===== config.mk =====
export PLATFORM = sky130hd
export DESIGN_NAME = axis_ifft_sample_serializer
export DESIGN_NICKNAME = d
export VERILOG_FILES = /design/src/rtl/ifft_pkg.sv /design/src/rtl/axis_word_hold_reg.sv /design/src/rtl/axis_ifft_sample_serializer.sv
export SDC_FILE = /design/constraint.sdc
export NUM_CORES = 1
export LEC_CHECK = 0
export CELL_PAD_IN_SITES_DETAIL_PLACEMENT = 0
export CELL_PAD_IN_SITES_GLOBAL_PLACEMENT = 2
export CORE_MARGIN = 3
export CORE_UTILIZATION = 49
export CTS_CLUSTER_SIZE = 20
export DETAILED_ROUTE_END_ITERATION = 12
export DONT_BUFFER_PORTS = 1
export PLACE_DENSITY_LB_ADDON = 0.08
export RECOVER_POWER = 50
export SLEW_MARGIN = 20
export SYNTH_ARGS = -nofsm -noshare
export SYNTH_HDL_FRONTEND = slang
export SYNTH_SLANG_ARGS = --single-unit

===== constraint.sdc =====
create_clock -name s_axis_aclk -period 9.5 [get_ports s_axis_aclk]
set_input_delay 0.475 -clock s_axis_aclk [delete_from_list [all_inputs] [get_ports s_axis_aclk]]
set_output_delay 0.475 -clock s_axis_aclk [all_outputs]
set_load 0.01 [all_outputs]

===== src/rtl/ifft_pkg.sv =====
`default_nettype none
// ============================================================================
// Module      : ifft_pkg
// Description : Shared constants and types for the 8-point IFFT datapath and
//               its downstream serializer. The IFFT output width is built
//               from the same constants, so both sides always agree on the
//               word layout {x7,...,x0} with x0 in the least significant
//               byte.
// Contents    : SAMPLE_WIDTH, SAMPLES_PER_BEAT, IFFT_OUT_WIDTH,
//               sample_t, ifft_word_t, to_offset_binary()
// Revision    : 1.0 - initial release
// ============================================================================
package ifft_pkg;

    localparam int SAMPLE_WIDTH     = 8;
    localparam int SAMPLES_PER_BEAT = 8;
    localparam int IFFT_OUT_WIDTH   = SAMPLE_WIDTH * SAMPLES_PER_BEAT;

    typedef logic [SAMPLE_WIDTH-1:0]   sample_t;
    typedef logic [IFFT_OUT_WIDTH-1:0] ifft_word_t;

    // Two's complement -> offset binary: flipping the sign bit maps
    // -128 -> 0x00, 0 -> 0x80 and 127 -> 0xFF for an unsigned DAC.
    function automatic sample_t to_offset_binary(input sample_t s);
        return {~s[SAMPLE_WIDTH-1], s[SAMPLE_WIDTH-2:0]};
    endfunction

endpackage : ifft_pkg
`default_nettype wire


===== src/rtl/axis_word_hold_reg.sv =====
`default_nettype none
// ============================================================================
// Module      : axis_word_hold_reg
// Description : One-entry holding register with a valid flag. A load
//               captures i_data and sets valid; an unload clears valid.
//               Load wins over unload, so a same-cycle load+unload replaces
//               the entry and stays valid.
// Ports       : clk, rst      - clock, asynchronous active-high reset
//               i_load        - capture i_data into the entry
//               i_data        - word to capture
//               i_unload      - entry consumed this cycle
//               o_valid       - entry holds a word
//               o_data        - stored word
// Revision    : 1.0 - initial release
// ============================================================================
module axis_word_hold_reg #(
    parameter int WIDTH = 64
) (
    input  logic             clk,
    input  logic             rst,
    input  logic             i_load,
    input  logic [WIDTH-1:0] i_data,
    input  logic             i_unload,
    output logic             o_valid,
    output logic [WIDTH-1:0] o_data
);

    logic             r_valid;
    logic [WIDTH-1:0] r_data;

    always_ff @(posedge clk or posedge rst) begin
        if (rst) begin
            r_valid <= 1'b0;
            r_data  <= '0;
        end else if (i_load) begin
            r_valid <= 1'b1;
            r_data  <= i_data;
        end else if (i_unload) begin
            r_valid <= 1'b0;
        end
    end

    assign o_valid = r_valid;
    assign o_data  = r_data;

endmodule : axis_word_hold_reg
`default_nettype wire


===== src/rtl/axis_ifft_sample_serializer.sv =====
`default_nettype none
// ============================================================================
// Module      : axis_ifft_sample_serializer
// Description : Takes one 64-bit AXI-Stream word (eight signed 8-bit time
//               samples x0..x7 from the IFFT) and emits them as eight
//               byte-wide AXI-Stream beats, x0 first. tlast marks the final
//               sample of every FRAMES_PER_PACKET input words. A shift stage
//               plus a one-word hold stage let the output run at one sample
//               per cycle with no bubble between words.
// Config      : `define IFFT_SERIALIZER_OFFSET_BINARY_EN to emit samples in
//               offset binary (sign bit inverted) instead of two's
//               complement. Handshake and timing are identical either way.
// Ports       : s_axis_aclk    - single clock for both interfaces
//               s_axis_areset  - asynchronous active-high reset
//               s_axis_tvalid/tready/tdata - 64-bit input word stream
//               m_axis_tvalid/tready/tdata/tlast/tkeep - 8-bit sample stream
// Revision    : 1.0 - initial release
// ============================================================================
module axis_ifft_sample_serializer
    import ifft_pkg::*;
#(
    parameter int FRAMES_PER_PACKET = 16
) (
    input  logic                      s_axis_aclk,
    input  logic                      s_axis_areset,
    input  logic                      s_axis_tvalid,
    output logic                      s_axis_tready,
    input  logic [IFFT_OUT_WIDTH-1:0] s_axis_tdata,
    output logic                      m_axis_tvalid,
    input  logic                      m_axis_tready,
    output logic [SAMPLE_WIDTH-1:0]   m_axis_tdata,
    output logic                      m_axis_tlast,
    output logic                      m_axis_tkeep
);

    // ------------------------------------------------------------------
    // Local constants
    // ------------------------------------------------------------------
    localparam int c_IDX_W = (SAMPLES_PER_BEAT > 1) ? $clog2(SAMPLES_PER_BEAT) : 1;
    localparam int c_PKT_W = (FRAMES_PER_PACKET > 1) ? $clog2(FRAMES_PER_PACKET) : 1;

    localparam logic [c_IDX_W-1:0] c_IDX_LAST = c_IDX_W'(SAMPLES_PER_BEAT - 1);
    localparam logic [c_PKT_W-1:0] c_PKT_LAST = c_PKT_W'(FRAMES_PER_PACKET - 1);

    // ------------------------------------------------------------------
    // State
    // ------------------------------------------------------------------
    ifft_word_t           r_shift;
    logic                 r_shift_valid;
    logic [c_IDX_W-1:0]   r_idx;
    logic [c_PKT_W-1:0]   r_pkt_cnt;
    logic                 r_ready_en;

    logic                 w_hold_valid;
    ifft_word_t           w_hold_data;

    logic                 w_in_fire;
    logic                 w_out_fire;
    logic                 w_word_done;
    logic                 w_shift_free;
    logic                 w_hold_to_shift;
    logic                 w_in_to_shift;
    logic                 w_in_to_hold;

    sample_t              w_lane [SAMPLES_PER_BEAT];
    sample_t              w_sample;
    sample_t              w_sample_out;

    // ------------------------------------------------------------------
    // Handshakes and refill decisions
    // ------------------------------------------------------------------
    assign w_in_fire   = s_axis_tvalid & s_axis_tready;
    assign w_out_fire  = r_shift_valid & m_axis_tready;
    assign w_word_done = w_out_fire & (r_idx == c_IDX_LAST);

    // The shift stage can take a new word in the same cycle its last sample
    // leaves, which is what removes the bubble between consecutive words.
    assign w_shift_free    = ~r_shift_valid | w_word_done;
    assign w_hold_to_shift = w_shift_free & w_hold_valid;
    assign w_in_to_shift   = w_shift_free & ~w_hold_valid & w_in_fire;
    assign w_in_to_hold    = w_in_fire & ~w_in_to_shift;

    // Ready depends only on flops, never on m_axis_tready. r_ready_en keeps
    // it low while reset is asserted (the hold flag alone would read empty).
    assign s_axis_tready = r_ready_en & ~w_hold_valid;

    always_ff @(posedge s_axis_aclk or posedge s_axis_areset) begin
        if (s_axis_areset) begin
            r_ready_en <= 1'b0;
        end else begin
            r_ready_en <= 1'b1;
        end
    end

    // ------------------------------------------------------------------
    // Hold stage (next word)
    // ------------------------------------------------------------------
    axis_word_hold_reg #(
        .WIDTH    (IFFT_OUT_WIDTH)
    ) u_hold (
        .clk      (s_axis_aclk),
        .rst      (s_axis_areset),
        .i_load   (w_in_to_hold),
        .i_data   (s_axis_tdata),
        .i_unload (w_hold_to_shift),
        .o_valid  (w_hold_valid),
        .o_data   (w_hold_data)
    );

    // ------------------------------------------------------------------
    // Shift stage (current word)
    // ------------------------------------------------------------------
    always_ff @(posedge s_axis_aclk or posedge s_axis_areset) begin
        if (s_axis_areset) begin
            r_shift       <= '0;
            r_shift_valid <= 1'b0;
        end else if (w_hold_to_shift) begin
            r_shift       <= w_hold_data;
            r_shift_valid <= 1'b1;
        end else if (w_in_to_shift) begin
            r_shift       <= s_axis_tdata;
            r_shift_valid <= 1'b1;
        end else if (w_word_done) begin
            r_shift_valid <= 1'b0;
        end
    end

    // Sample index within the current word; wraps to 0 after the last lane.
    always_ff @(posedge s_axis_aclk or posedge s_axis_areset) begin
        if (s_axis_areset) begin
            r_idx <= '0;
        end else if (w_word_done) begin
            r_idx <= '0;
        end else if (w_out_fire) begin
            r_idx <= r_idx + c_IDX_W'(1);
        end
    end

    // Word count within the packet; advances once per completed word.
    always_ff @(posedge s_axis_aclk or posedge s_axis_areset) begin
        if (s_axis_areset) begin
            r_pkt_cnt <= '0;
        end else if (w_word_done) begin
            if (r_pkt_cnt == c_PKT_LAST) begin
                r_pkt_cnt <= '0;
            end else begin
                r_pkt_cnt <= r_pkt_cnt + c_PKT_W'(1);
            end
        end
    end

    // ------------------------------------------------------------------
    // Output mux
    // ------------------------------------------------------------------
    genvar gi;
    generate
        for (gi = 0; gi < SAMPLES_PER_BEAT; gi++) begin : g_lane
            assign w_lane[gi] = r_shift[gi*SAMPLE_WIDTH +: SAMPLE_WIDTH];
        end
    endgenerate

    assign w_sample = w_lane[r_idx];

`ifdef IFFT_SERIALIZER_OFFSET_BINARY_EN
    assign w_sample_out = to_offset_binary(w_sample);
`else
    assign w_sample_out = w_sample;
`endif

    // Data is forced to zero when no word is loaded so that the bus reads
    // 0 in reset in both number formats.
    assign m_axis_tvalid = r_shift_valid;
    assign m_axis_tdata  = r_shift_valid ? w_sample_out : '0;
    assign m_axis_tlast  = r_shift_valid & (r_idx == c_IDX_LAST) & (r_pkt_cnt == c_PKT_LAST);
    assign m_axis_tkeep  = 1'b1;

endmodule : axis_ifft_sample_serializer
`default_nettype wire


==> metrics.txt, run 1 <==
status finished with violations; failing checks capacitance limit, slew limit; most area-consuming cells after synthesis dfrtp_1, mux2_2, mux4_2; VDD IR max 0.169 mV; Sw Ratio 0.290; Critical Path AT 3.98 ns; Max-slew headroom -0.788; clk slew on worst S/H paths 0.05 ns; CP startpoint s_axis_areset; largest net degree at the start of global routing 81; Pleak 3.15 nW; sequential fraction of design power 0.408; Nets 496; I/O Pins 80; Num Clock Sinks 138; first-pass GRT wire length 20000 um; worst-path fanout max 59; TritonCTS buffer count 17; sw power 745 uW; RSZ-0062 raised after global routing false; Mean Syn Cell Area 15.3 um^2; worst hold path type primary input to flop; GR Util All Layers 0.184; Post-CTS Setup Bufs 0; Cell variety after synth 26; critical path cell sequence dlygate4sd3_1 -> clkinvlp_2 -> clkbuf_1; pwr/cell area 355 nW/um^2; Buf/Inv on CP 3; final wirelength 12700 um; WHS 0.194 ns; Period Utilization, post-route 0.402; Post-DP Area 6600 um^2; Worst Setup End Kind asynchronous set/reset pin; crit path kind primary input to asynchronous set/reset pin; Hold Path Origin s_axis_tdata[52]; Final Setup Violations 0; most common cell after layout, fill and taps aside mux2_2; fmax 0.262 GHz; DRC 0; vias in the first global route 3676; Avg WL per Cell 20.8 um; Fin. Hold Viols 0; most frequent cells in the layout mux2_2, dfrtp_1, clkbuf_16, mux4_2, nor2_1; # fillers 1000; routability cong. 0.787; Pre-Repair DR Iteration Count 4; vias 3376; TritonCTS clock tree done; Syn Std Cell Area 6480 um^2; Mapped Cells 424; fraction of layout cells with a size suffix above 1 0.561; antenna violations before repair 0; diodes inserted 0; Yosys top cell area share 0.533; fin. max-slew vios 93; worst skew pair latency 0.42 ns; Port Buf Inserts 0; sequential area share after synthesis 0.533; starting DRC count in detailed routing 208; synth-to-layout area growth 11.8%; footprint of the multi-input gates 2880 um^2; Final Core Density 0.567; FF/Latch Area 3460 um^2; Largest stage delay, worst path 1.51 ns; Slew @ Worst Pin 2.67 ns; Die W 121 um; routed vias/inst 5.54; Resized Gates After CTS 0; Initial Util 0.507; Setup TNS Final 0 ns; hpwl dp 8710 um; Worst Skew 0.00692 ns; die height 121 um; #FFs+latches synth 138; Comb pwr share 0.327; slowest CP cell clkinvlp_2; Worst EP required 9.67 ns; Clk pwr share 0.265; Routed Antenna Nets 0; P_int 1.82 mW; largest area contributor in the netlist dfrtp_1; GR Overflow Total 0; Max Cap Violations 2; core area 12800 um^2; Startpoint Class primary input; CP delay by family, top buffers and inverters; FP Rows 41; CTS HTree Levels 4; root buffer cell clkbuf_16; minimum clock period 3.81 ns; Die Footprint 14600 um^2; Max clock buf depth 2; Crit Reg-Reg Startpoint r_idx[1]$_DFFE_PP0P_; design area 7240 um^2; yosys warns 0
==> final timing paths <==
path                                            endpoint  slack [ns]  cells past startpoint
max                              r_shift[15]$_DFFE_PP0P_        5.69                      3
min                        u_hold.o_data[52]$_DFFE_PP0P_        0.19                      1
max reg2reg                      r_shift[36]$_DFFE_PP0P_        6.42                      6
min reg2reg                     r_pkt_cnt[3]$_DFFE_PP0P_        0.47                      1
max in group s_axis_aclk         r_shift[36]$_DFFE_PP0P_        6.42                      6
min in group asynchronous  u_hold.o_data[16]$_DFFE_PP0P_        1.26                      2
==> repair_timing <==
item / in CTS / in global routing
setup endpoints to repair: 0 / 0
hold endpoints to repair: 28 / 0
hold buffers: 1 / 0
==> power groups by stage <==
stage | Combinational, mW | Sequential (mW) | Clock (mW)
finish | 0.841 | 1.05 | 0.679
global route | 0.914 | 1.09 | 0.720
CTS | 0.858 | 1.05 | 0.694
detailed placement | 0.853 | 1.06 | 0
global placement | 0.837 | 1.05 | 0
floorplan | 0.739 | 0.954 | 0
==> cells in the mapped netlist, drive strengths merged <==
master and instances:
and3 2, mux4 16, o31ai 1, a21bo 1, nor2 11, nand4 2
a21oi 2, nor2b 2, buf 23, o21ai 3, nand3 1, inv 2
nor3 1, dfrtp 138, conb 1, xnor2 1, clkbuf 3, mux2 195
ha 3, nand2b 2, mux2i 8, nand2 6
==> area by class of cell <==
type	instances	area share
timing repair buffer	7	0.00985
clock inverter	7	0.0156
multi-input combinational	259	0.397
sequential	138	0.477
clock buffer	24	0.0693
tap	172	0.0297
inverter	2	0.00121
==> worst reg2reg max path, delay by kind of cell (launching register included) <==
kind / cells / cell delay, ns
buffers and inverters: 1 / 0.64
AO/OA/AOI/OAI: 1 / 0.25
adder cells (fa/ha/maj): 2 / 0.57
flip-flops: 1 / 0.89
multiplexers: 1 / 0.46
AND/OR/NAND/NOR: 1 / 0.16
==> flip-flops by register name, summed over array words and instances (netlist names) <==
register	flops
r_pkt_cnt	4
r_shift	64
m_axis_tvalid	1
u_hold.o_valid	1
r_idx	3
r_ready_en	1
u_hold.o_data	64
==> per-stage QoR <==
step	cells	setup WS, ns	power, mW
after detailed placement	576	6.42	1.91
after global placement	576	6.46	1.89
after global routing	609	4.93	2.72
after CTS	608	6.39	2.60
after floorplan	425	5.33	1.69
final	609	5.69	2.57
==> logic make-up after synthesis <==
| group | count (synthesis) | share of synthesized area |
|---|---|---|
| mux | 219 | 0.407 |
| flops | 138 | 0.533 |
| buf+inv | 28 | 0.0247 |
| simple gates | 27 | 0.0209 |
| compound gates | 7 | 0.00657 |
| fa+ha+maj | 3 | 0.00580 |
| other cells | 1 | 0.000579 |
| xor+xnor | 1 | 0.00135 |
==> layer usage <==
metal  share of wire  global-route usage
met4           0.013              0.0623
met5               0                   0
met2            0.48               0.289
met3           0.065              0.0629
met1            0.44               0.241
No activity file was read; power rests on OpenSTA's default activity.
==> run 2: changes to the inputs <==
CORE_UTILIZATION = 41   (was 49)
clock period = 3.23 ns   (was 9.5 ns; I/O delays follow)
==> metrics.txt, run 2 (synthesis gave the netlist of run 1 again) <==
status finished with violations; failing checks capacitance limit, slew limit; Reg2Reg Depth 6; first-pass GRT wire length 23200 um; Max clock buf depth 2; Hold Path Stages 2; GR Util met3 0.0540; FP Rows 45; Pre-Repair DR Iteration Count 4; core area 15300 um^2; Overall Power 7.66 mW; Num Clock Sinks 138; routability cong. 0.722; most common cell after layout, fill and taps aside mux2_2; Crit Reg-Reg Startpoint r_idx[1]$_DFFE_PP0P_; fin. max-slew vios 139; global-route met2 utilization 0.278; Initial Util 0.423; Avg WL per Cell 19.8 um; worst hold path type primary input to flop; vias 3643; RSZ-0062 raised after global routing false; Largest stage delay, worst path 0.52 ns; Max Cap Violations 1; Critical Path AT 2.65 ns; Startpoint Class flop; vias in the first global route 4071; worst skew pair latency 0.42 ns; r2r endpoint r_shift[63]$_DFFE_PP0P_; Slew @ Worst Pin 1.93 ns; crit path kind flop to flop; I/O Pins 80; FF/Latch Area 3450 um^2; design area 7990 um^2; footprint of the multi-input gates 2880 um^2; hpwl dp 9040 um; Buf/Inv on CP 1; GR Layer Usage met1 0.234; CP delay by family, top simple AND/OR/NAND/NOR gates; Die Footprint 17300 um^2; minimum clock period 2.34 ns; most frequent cells in the layout mux2_2, dfrtp_1, dlygate4sd3_1, clkbuf_16, mux4_2; VDD IR max 0.451 mV; Final Setup Violations 0; antenna violations before repair 0; Post-DP Area 6710 um^2; fraction of layout cells with a size suffix above 1 0.492; Post-CTS Setup Bufs 0; Resized Gates After CTS 0; Worst Setup End Kind flop; Worst EP required 3.53 ns; GR Util All Layers 0.176; critical path cell sequence ha_1 -> ha_1 -> a21bo_1 -> nor2b_4 -> buf_12 -> mux2_2; final wirelength 14200 um; Fin. Hold Viols 0; worst-path fanout max 30; cell repeated most along the worst path ha_1; TritonCTS clock tree done; cts hold-fix bufs 67; Period Utilization, post-route 0.725; starting DRC count in detailed routing 127; Max-slew headroom -0.286; largest net degree at the start of global routing 139; fmax 0.427 GHz; Die W 132 um; Pleak 3.44 nW; Nets 565; Port Buf Inserts 0; die height 132 um; GR peak layer met2; diodes inserted 0; slowest CP cell nor2b_4; WHS 0.0181 ns; Hold Path Origin m_axis_tready; synth-to-layout area growth 23.3%; TritonCTS buffer count 17; Worst Skew 0.00678 ns; # fillers 1339; clk slew on worst S/H paths 0.06 ns; Final Core Density 0.521; DRC 0; pwr/cell area 960 nW/um^2; Hold Path Sink r_pkt_cnt[0]$_DFFE_PP0P_; stages on the worst setup path 6; root buffer cell clkbuf_16; GR Overflow Total 0; R2R setup slack 0.89 ns; Setup TNS Final 0 ns; Routed Antenna Nets 0; CTS HTree Levels 4; routed vias/inst 5.08
## run 2: cell types whose count changed in the layout (fill, tap and decap cells not counted), sizes merged
cell / change
clkinv: +1
bufinv: +1
clkbuf: -5
buf: +3
dlygate4sd3: +66
clkinvlp: +3
## run 2: worst reg2reg max path: cells and delay by family, from the launching register on
| kind | cells | cell delay [ns] |
|---|---|---|
| fa+ha+maj | 2 | 0.44 |
| simple gates | 1 | 0.52 |
| buf+inv | 1 | 0.29 |
| compound gates | 1 | 0.25 |
| flops | 1 | 0.35 |
| mux | 1 | 0.38 |
## run 2: per-layer routing
metal / vias to the layer above / part of all wire / wire length, um
li1: 1687 / - / -
met1: 1885 / 0.47 / 6680
met2: 60 / 0.47 / 6730
met3: 11 / 0.045 / 636
met4: 0 / 0.011 / 154
met5: - / 0 / 0
## run 2: cell type report
cell class	instances	area share
flip-flops and latches	138	0.433
well taps	211	0.0331
clock buffers	19	0.0555
multi-input cells	259	0.360
inverters	2	0.00141
repair buffers	76	0.0956
clock inverters	12	0.0218
## run 2: how the worst max path moves through the flow
stage                          from                             to  slack [ns]
3_5_place_dp   r_idx[0]$_DFFE_PP0P_        r_shift[63]$_DFFE_PP0P_        0.91
5_1_grt               s_axis_areset     u_hold.o_valid$_DFFE_PP0P_        0.60
2_1_floorplan  r_idx[0]$_DFFE_PP0P_  u_hold.o_data[10]$_DFFE_PP0P_        1.15
6_report       r_idx[1]$_DFFE_PP0P_        r_shift[63]$_DFFE_PP0P_        0.89
4_1_cts        r_idx[1]$_DFFE_PP0P_        r_shift[63]$_DFFE_PP0P_        0.88
3_3_place_gp   r_idx[0]$_DFFE_PP0P_        r_shift[32]$_DFFE_PP0P_        0.95
## run 2: power by group
group          internal (mW)  switching (mW)
Sequential              2.53           0.484
Clock                   1.30           0.735
Combinational           1.60            1.02
## run 2: through the flow
step / std cells / setup slack (ns)
after floorplan: 425 / 1.15
after global placement: 619 / 0.955
after detailed placement: 619 / 0.909
after CTS: 717 / 0.883
after global routing: 717 / 0.598
final: 717 / 0.887
==> run 3: changes to the inputs <==
ABC_AREA = 1   (was unset)
CORE_UTILIZATION = 32   (was 41)
clock period = 2 ns   (was 3.23 ns; I/O delays follow)
==> metrics.txt, run 3 <==
Die W 154 um; largest area contributor in the netlist dfrtp_1; DRC 0; Sw Ratio 0.390; clk slew on worst S/H paths 0.06 ns; Final Setup Violations 0; Clk pwr share 0.255; Pre-Repair DR Iteration Count 4; fmax 0.520 GHz; Nets 1152; Num Clock Sinks 138; Period Utilization, post-route 0.961; Slew @ Worst Pin 0.993 ns; Startpoint Class flop; Yosys top cell area share 0.495; VDD IR max 1.01 mV; Max clock buf depth 2; most frequent cells in the layout nand2_1, nor2_1, dfrtp_1, inv_1, dlygate4sd3_1; Placed Instances 1268; FP Rows 53; root buffer cell clkbuf_16; core area 21200 um^2; RSZ-0062 raised after global routing true; Initial Util 0.329; routability cong. 0.734; vias in the first global route 6281; Max Cap Violations 0; Routed Antenna Nets 0; Worst EP required 1.90 ns; status finished clean; sequential fraction of design power 0.336; fraction of layout cells with a size suffix above 1 0.0832; Mapped Cells 1014; Overall Power 14.3 mW; Comb pwr share 0.408; final wirelength 18900 um; most frequent cell after synthesis nand2_1; sw power 5.56 mW; non-filler cells, final 1369; fin. max-slew vios 0; Worst Setup End Kind output port; starting DRC count in detailed routing 266; TritonCTS buffer count 17; #FFs+latches synth 138; Port Buf Inserts 0; Cell variety after synth 20; CTS HTree Levels 4; most area-consuming cells after synthesis dfrtp_1, nand2_1, nor2_1; yosys warns 0; Syn Std Cell Area 6980 um^2; routed vias/inst 4.36; hpwl dp 12400 um; worst hold path type primary input to flop; first-pass GRT wire length 32600 um; Worst Skew 0.0111 ns; die height 154 um; I/O Pins 80; Mean Syn Cell Area 6.89 um^2; Pleak 4.96 nW; top cells by count, synth nand2_1, nor2_1, dfrtp_1; Die Footprint 23600 um^2; most common cell after layout, fill and taps aside nand2_1; worst skew pair latency 0.43 ns; antenna violations before repair 0; sequential area share after synthesis 0.495; TritonCTS clock tree done; Main synth FF type dfrtp_1; Post-synth EDFFs 0; worst-path fanout max 10; Critical Path AT 1.82 ns; Avg WL per Cell 13.8 um; crit path kind flop to output port; GR Overflow Total 0; synth-to-layout area growth 27.7%; Max-slew headroom 0.334; async set or reset register ratio after synthesis 1.00; pwr/cell area 1600 nW/um^2; Final Core Density 0.420; largest net degree at the start of global routing 81; GR Util All Layers 0.170; minimum clock period 1.92 ns; P_int 8.70 mW; Fin. Hold Viols 0; diodes inserted 0; vias 5968
## run 3: path summary, 6_finish.rpt
kind | from | to | slack [ns] | cells past startpoint
max | r_idx[0]$_DFFE_PP0P_ | m_axis_tdata[5] | 0.08 | 9
min | s_axis_tvalid | m_axis_tvalid$_DFFE_PP0P_ | 0.1 | 4
max reg2reg | r_idx[0]$_DFFE_PP0P_ | r_shift[8]$_DFFE_PP0P_ | 0.13 | 9
min reg2reg | r_shift[11]$_DFFE_PP0P_ | r_shift[11]$_DFFE_PP0P_ | 0.48 | 2
max in group asynchronous | s_axis_areset | r_shift[28]$_DFFE_PP0P_ | 0.55 | 3
min in group asynchronous | s_axis_areset | u_hold.o_data[5]$_DFFE_PP0P_ | 0.30 | 2
## run 3: metal layers
layer,vias to the layer above,global-route usage,part of all wire
li1,3142,-,-
met1,2730,0.234,0.50
met2,77,0.270,0.46
met3,19,0.0377,0.026
met4,0,0.0450,0.014
met5,-,0,0
## run 3: kinds of logic after synthesis
kind of cell	Yosys count	synth area share
AND/OR/NAND/NOR	609	0.337
buffers and inverters	191	0.110
other	1	0.000537
AO/OA/AOI/OAI	71	0.0509
XOR/XNOR	1	0.00125
flip-flops	138	0.495
adder cells (fa/ha/maj)	3	0.00538
## run 3: critical path, stage by stage (launching register included)
cell	delay, ns
dfrtp_2	0.40
buf_12	0.11
clkinvlp_4	0.10
buf_6	0.15
nand2_1	0.08
nand3_1	0.12
nand2_2	0.10
nor2_2	0.04
nor2_2	0.16
buf_4	0.14
## run 3: metrics by stage
stage	cell area [um^2]	hold WS, ns	setup TNS (ns)	setup slack (ns)
2_1_floorplan	6990	0.253	0	0.179
3_3_place_gp	7450	0.0282	0	0.150
5_1_grt	8910	0.146	-0.0114	-0.00879
6_report	8910	0.0979	0	0.0772
4_1_cts	8860	0.0747	-0.0195	-0.0195
3_5_place_dp	7450	0.0347	0	0.119
## run 3: what timing repair did
action / CTS / global route
endpoints found under the setup margin: 8 / 37
buffers inserted: 2 / 0
endpoints found under the hold margin: 211 / 0
hold buffers: 66 / 0
gates resized for setup: 11 / 23
gates cloned: 1 / 1
pin swaps: 3 / 10
## run 3: cell type report
type	count	area (um^2)
Clock buffer	18	429
Fill cell	2301	12300
Timing Repair Buffer	102	1090
Inverter	136	515
Multi-Input combinational cell	686	2840
Clock inverter	14	244
Sequential cell	138	3450
Tap cell	275	344
## run 3: power groups by stage
stage	logic (mW)	clock network [mW]	registers (mW)
after global placement	5.47	0	4.81
after floorplan	3.83	0	4.60
after global routing	6.78	3.87	4.97
after CTS	5.80	3.75	4.80
after detailed placement	5.47	0	4.82
final	5.83	3.64	4.80
